===== config.mk =====
export PLATFORM = sky130hd
export DESIGN_NAME = uart_rx
export DESIGN_NICKNAME = d
export VERILOG_FILES = /design/src/rtl/uart_pkg.sv /design/src/rtl/uart_sync_2ff.sv /design/src/rtl/uart_rx.sv
export SDC_FILE = /design/constraint.sdc
export NUM_CORES = 1
export LEC_CHECK = 0
export ABC_AREA = 1
export BUFFER_PORTS_ARGS = -buffer_cell sky130_fd_sc_hd__buf_2
export CAP_MARGIN = 0
export CELL_PAD_IN_SITES_DETAIL_PLACEMENT = 0
export CELL_PAD_IN_SITES_GLOBAL_PLACEMENT = 2
export CORE_MARGIN = 5
export CORE_UTILIZATION = 30
export CTS_CLUSTER_DIAMETER = 30
export DETAILED_ROUTE_END_ITERATION = 10
export PLACE_DENSITY = 0.73
export SYNTH_ARGS = -nofsm -noshare
export SYNTH_HDL_FRONTEND = slang
export SYNTH_HIERARCHICAL = 1
export SYNTH_SLANG_ARGS = --single-unit

===== constraint.sdc =====
create_clock -name sys_clk -period 2.1 [get_ports sys_clk]
set_input_delay 0.105 -clock sys_clk [delete_from_list [all_inputs] [get_ports sys_clk]]
set_output_delay 0.105 -clock sys_clk [all_outputs]
set_load 0.05 [all_outputs]

===== src/rtl/uart_pkg.sv =====
// Shared UART receiver definitions: FSM state encoding and default frame geometry.
// Latency: n/a (types and constants only).
// Backpressure: n/a.
package uart_pkg;

    typedef enum logic [1:0] {
        IDLE  = 2'd0,
        START = 2'd1,
        DATA  = 2'd2,
        STOP  = 2'd3
    } state_t;

    localparam int DEFAULT_DATA_BITS  = 8;
    localparam int DEFAULT_OVERSAMPLE = 16;

endpackage


===== src/rtl/uart_sync_2ff.sv =====
// Two-flop synchronizer bringing an asynchronous level into the clk domain.
// Latency: two clk cycles.
// Backpressure: none; the output follows the input continuously.
module uart_sync_2ff #(
    parameter logic RESET_VAL = 1'b1
) (
    input  logic clk,
    input  logic rst_n,
    input  logic d,
    output logic q
);

    logic meta;

    // First flop may go metastable; second flop gives it a full cycle to settle.
    always_ff @(posedge clk or negedge rst_n) begin
        if (!rst_n) begin
            meta <= RESET_VAL;
            q    <= RESET_VAL;
        end else begin
            meta <= d;
            q    <= meta;
        end
    end

endmodule


===== src/rtl/uart_rx.sv =====
// Oversampling UART receiver: start-bit qualification, LSB-first data, stop check.
// Latency: rx_valid/frame_err register one sys_clk edge after the mid-stop-bit tick.
// Backpressure: rx_valid/rx_ready handshake; an unconsumed byte is overwritten and flagged by overrun.
module uart_rx
    import uart_pkg::*;
#(
    parameter int DATA_BITS  = DEFAULT_DATA_BITS,
    parameter int OVERSAMPLE = DEFAULT_OVERSAMPLE
) (
    input  logic                 sys_clk,
    input  logic                 reset_n,
    input  logic                 sample_tick,
    input  logic                 rx,
    output logic [DATA_BITS-1:0] rx_data,
    output logic                 rx_valid,
    input  logic                 rx_ready,
    output logic                 frame_err,
    output logic                 overrun,
    output logic                 busy
);

    localparam int TW = $clog2(OVERSAMPLE);
    localparam int BW = $clog2(DATA_BITS + 1);
    localparam logic [TW-1:0] HALF_LAST = TW'(OVERSAMPLE / 2 - 1);
    localparam logic [TW-1:0] FULL_LAST = TW'(OVERSAMPLE - 1);
    localparam logic [BW-1:0] BIT_LAST  = BW'(DATA_BITS - 1);

    logic                 rx_s;
    state_t               state, state_nxt;
    logic [TW-1:0]        tick_cnt, tick_nxt;
    logic [BW-1:0]        bit_cnt, bit_nxt;
    logic [DATA_BITS-1:0] shift_q, shift_nxt;
    logic                 byte_done;
    logic                 stop_bad;

    uart_sync_2ff #(.RESET_VAL(1'b1)) u_sync (
        .clk   (sys_clk),
        .rst_n (reset_n),
        .d     (rx),
        .q     (rx_s)
    );

    // Frame-tracking state: FSM, oversample counter, bit counter, shift register.
    always_ff @(posedge sys_clk or negedge reset_n) begin
        if (!reset_n) begin
            state    <= IDLE;
            tick_cnt <= '0;
            bit_cnt  <= '0;
            shift_q  <= '0;
        end else begin
            state    <= state_nxt;
            tick_cnt <= tick_nxt;
            bit_cnt  <= bit_nxt;
            shift_q  <= shift_nxt;
        end
    end

    // Next-state logic; everything only moves on a sample tick.
    always_comb begin
        state_nxt = state;
        tick_nxt  = tick_cnt;
        bit_nxt   = bit_cnt;
        shift_nxt = shift_q;
        byte_done = 1'b0;
        stop_bad  = 1'b0;
        if (sample_tick) begin
            case (state)
                IDLE: begin
                    if (!rx_s) begin
                        state_nxt = START;
                        tick_nxt  = '0;
                    end
                end
                START: begin
                    // Half a bit in: a line that has gone high again was only a glitch.
                    if (tick_cnt == HALF_LAST) begin
                        if (!rx_s) begin
                            state_nxt = DATA;
                            tick_nxt  = '0;
                            bit_nxt   = '0;
                        end else begin
                            state_nxt = IDLE;
                        end
                    end else begin
                        tick_nxt = tick_cnt + 1'b1;
                    end
                end
                DATA: begin
                    // Sample one full bit period after the previous centre point.
                    if (tick_cnt == FULL_LAST) begin
                        tick_nxt  = '0;
                        shift_nxt = {rx_s, shift_q[DATA_BITS-1:1]};
                        bit_nxt   = bit_cnt + 1'b1;
                        if (bit_cnt == BIT_LAST) begin
                            state_nxt = STOP;
                        end
                    end else begin
                        tick_nxt = tick_cnt + 1'b1;
                    end
                end
                STOP: begin
                    // Leave at mid-stop so a following start edge is never missed.
                    if (tick_cnt == FULL_LAST) begin
                        tick_nxt  = '0;
                        state_nxt = IDLE;
                        if (rx_s) begin
                            byte_done = 1'b1;
                        end else begin
                            stop_bad = 1'b1;
                        end
                    end else begin
                        tick_nxt = tick_cnt + 1'b1;
                    end
                end
                default: state_nxt = IDLE;
            endcase
        end
    end

    // Output holding register, valid flag and one-cycle status pulses.
    always_ff @(posedge sys_clk or negedge reset_n) begin
        if (!reset_n) begin
            rx_data   <= '0;
            rx_valid  <= 1'b0;
            frame_err <= 1'b0;
            overrun   <= 1'b0;
        end else begin
            if (byte_done) begin
                rx_data  <= shift_q;
                rx_valid <= 1'b1;
            end else if (rx_valid && rx_ready) begin
                rx_valid <= 1'b0;
            end
            frame_err <= stop_bad;
            // A handshake in the completion cycle means the old byte was taken.
            overrun   <= byte_done && rx_valid && !rx_ready;
        end
    end

    assign busy = (state != IDLE);

endmodule


==> flow_metrics.py <==
metrics = {
    "clocking": {
        "cts_buffer_depth": 2,
        "cts_root_buf": "clkbuf_8",
        "insertion_delay_ns": 0.27,
        "h-tree-depth": 2,
        "path_clk_slew_ns": 0.07,
        "clock_sinks": 31,
        "post-cts-setup-buffers": 0,
        "cts_made_buffers": 5,
        "cts_tree": "done",
    },
    "critical_path": {
        "startpoint": "tick_cnt[0]$_DFFE_PN0P_",
        "worstPathBufferInverterCount": 0,
        "max_stage_delay_ns": 0.39,
        "crit_chain": "ha_1 > nand3_2 > nor2_4 > nand2_2 > nand2_1 > o21ai_2",
        "cp-end-kind": "flop",
        "path_class": "reg2reg",
        "cp_max_fo": 16,
        "cpLargestDelayFamily": "simple AND/OR/NAND/NOR gates",
        "r2r-start": "tick_cnt[0]$_DFFE_PN0P_",
        "start_kind": "flop",
        "critical_path_arrival_ns": 1.67,
        "critPathRequiredTime_ns": 2.26,
        "critPathSlowestCell": "dfrtp_1",
    },
    "place": {
        "dp.cells": 221,
        "gp_congestion": 0.7915,
        "io_buffers": 16,
        "hpwlAfterDp_mm": 1.951,
        "place_ws_ns": 0.5632,
    },
    "logic_synthesis": {
        "synth_nets": 161,
        "syn_area_per_cell_um2": 9.327,
        "ys_seq_area_share_pct": 54.18,
        "yosysUniqueCellTypes": 25,
        "ys_ff_latch": 31,
        "synth_area_um2": 1436,
        "yosys_warnings": 6,
        "synth_cells": 154,
    },
    "routing": {
        "wl_mm": 2.642,
        "first_pass_iters": 4,
        "drt_iter0_markers": 20,
        "wl_per_cell_um": 11.44,
        "routed_via_density": 4.476,
        "ant_nets": 0,
        "remaining_drc_errors": 0,
        "vias": 1034,
    },
    "die": {
        "die_w_um": 79.20,
        "io_pins": 17,
        "die_h_um": 79.20,
        "coreArea_um2": 4692,
        "dieArea_um2": 6272,
        "rows": 25,
        "start_util_pct": 30.61,
    },
    "pwr": {
        "leakagePower_nw": 0.8032,
        "p_per_area_nw_per_um2": 977.3,
        "p_total_mw": 1.651,
        "vdd_drop_max_v": 0.0004041,
    },
    "final_layout": {
        "drive_gt1_share_pct": 27.68,
        "layout_commonest_cell": "nand2_1",
        "synthToLayoutAreaGrowth_pct": 17.60,
        "fin_cells": 231,
        "antenna_cells_inserted": 0,
        "final_cell_mix": "nand2_1, dfrtp_1, buf_2",
        "fin_nets": 184,
        "fin_util_pct": 36.00,
    },
    "run_status": {
        "status": "finished clean",
    },
    "timing": {
        "finalHoldViolCount": 0,
        "fmax_mhz": 660.4,
        "period_share_pct": 72.11,
        "rsz0062_at_grt": "false",
        "slew_violations": 0,
        "finalSetupTns_ns": 0,
        "worst_slack_ns": 0.5857,
        "worst_slew_pin_slew_ns": 0.6800,
        "period_minus_slack_ns": 1.514,
        "setup_violations": 0,
        "finClkSkew_ns": 0.006558,
        "slew_headroom_pct": 54.67,
    },
    "global_routing": {
        "antenna_found_initial": 0,
        "grt_pass1_vias": 1091,
        "grt_pass1_wl_mm": 4.947,
        "grt_usage_pct": 10.14,
        "gr-total-overflow": 0,
        "grt_max_degree": 32,
    },
    "job": {
        "maxCapViolations": 0,
    },
    "hold_path": {
        "hp-start": "sample_tick",
        "hp-class": "in2reg",
    },
}
==> power breakdown <==
part	internal [mW]	switching, mW	total, mW
Sequential	0.652	0.0722	0.724
Combinational	0.117	0.262	0.380
Clock	0.347	0.200	0.547
==> per-layer routing <==
| layer | part of all wire [%] | global-route usage [%] |
|---|---|---|
| met2 | 48 | 16.08 |
| met3 | 4.5 | 3.855 |
| met4 | 0.91 | 4.639 |
| met5 | 0 | 0 |
| met1 | 46 | 12.14 |
==> metrics by stage <==
stage / cell area [um^2] / hold slack, ns
finish: 1689 / 0.1621
global placement: 1556 / 0.1949
CTS: 1689 / 0.1544
global route: 1689 / 0.1748
detailed placement: 1556 / 0.1995
floorplan: 1436 / -0.1906
==> flip-flops by register name, indices dropped and copies added (netlist names), named ones only <==
name	cells
overrun	1
shift_q	8
frame_err	1
tick_cnt	4
rx_data	8
u_sync/meta	1
bit_cnt	4
rx_valid	1
u_sync/q	1
state	1
==> synth_stat cells (all sizes together) <==
| master | n | area (um^2) |
|---|---|---|
| a21oi | 6 | 30.03 |
| and2 | 1 | 6.260 |
| buf | 3 | 27.52 |
| dfrtp | 29 | 725.7 |
| dfstp | 2 | 52.55 |
| ha | 2 | 25.02 |
| inv | 16 | 60.06 |
| nand2 | 51 | 203.9 |
| nand3 | 9 | 62.56 |
| nand3b | 1 | 7.510 |
| nor2 | 11 | 56.30 |
| nor3 | 2 | 15.01 |
| nor3b | 1 | 7.510 |
| o21ai | 19 | 147.6 |
| xor2 | 1 | 8.760 |
==> worst reg2reg max path, cell delays in order, from the launching register on <==
cell,delay [ns]
dfrtp_1,0.39
ha_1,0.24
nand3_2,0.13
nor2_4,0.18
nand2_2,0.25
nand2_1,0.16
o21ai_2,0.06
==> cells by family after synthesis <==
logic type               Yosys count  synth area share (%)
flip-flops                        31                 54.18
AO/OA/AOI/OAI                     25                 12.37
adder cells (fa/ha/maj)            2                 1.742
AND/OR/NAND/NOR                   76                 25.00
buffers and inverters             19                 6.097
XOR/XNOR                           1                0.6099
==> layout make-up <==
class                           count  area (um^2)
Fill cell                         483         3003
Multi-Input combinational cell    104        570.5
Tap cell                           54        67.56
Clock buffer                        6        72.57
Inverter                           16        60.06
Timing Repair Buffer               19        110.1
Clock inverter                      1        30.03
Sequential cell                    31        778.2
==> timing repair <==
| action | 4_1_cts | 5_1_grt |
|---|---|---|
| gates resized for setup | 0 | 0 |
| hold buffers | 3 | 0 |
| endpoints found under the hold margin | 31 | 0 |
==> final timing paths <==
kind                                            to  slack (ns)  depth (start not counted)
hold / removal             tick_cnt[1]$_DFFE_PN0P_        0.16                          3
min in group asynchronous   bit_cnt[3]$_DFFE_PN0P_        0.40                          2
setup reg to reg            shift_q[0]$_DFFE_PN0P_        0.59                          6
hold reg to reg                 u_sync/q$_DFF_PN1_        0.35                          0
max in group asynchronous   rx_data[2]$_DFFE_PN0P_        1.25                          2
setup / recovery            shift_q[0]$_DFFE_PN0P_        0.59                          6
No activity file was read; power rests on OpenSTA's default activity.
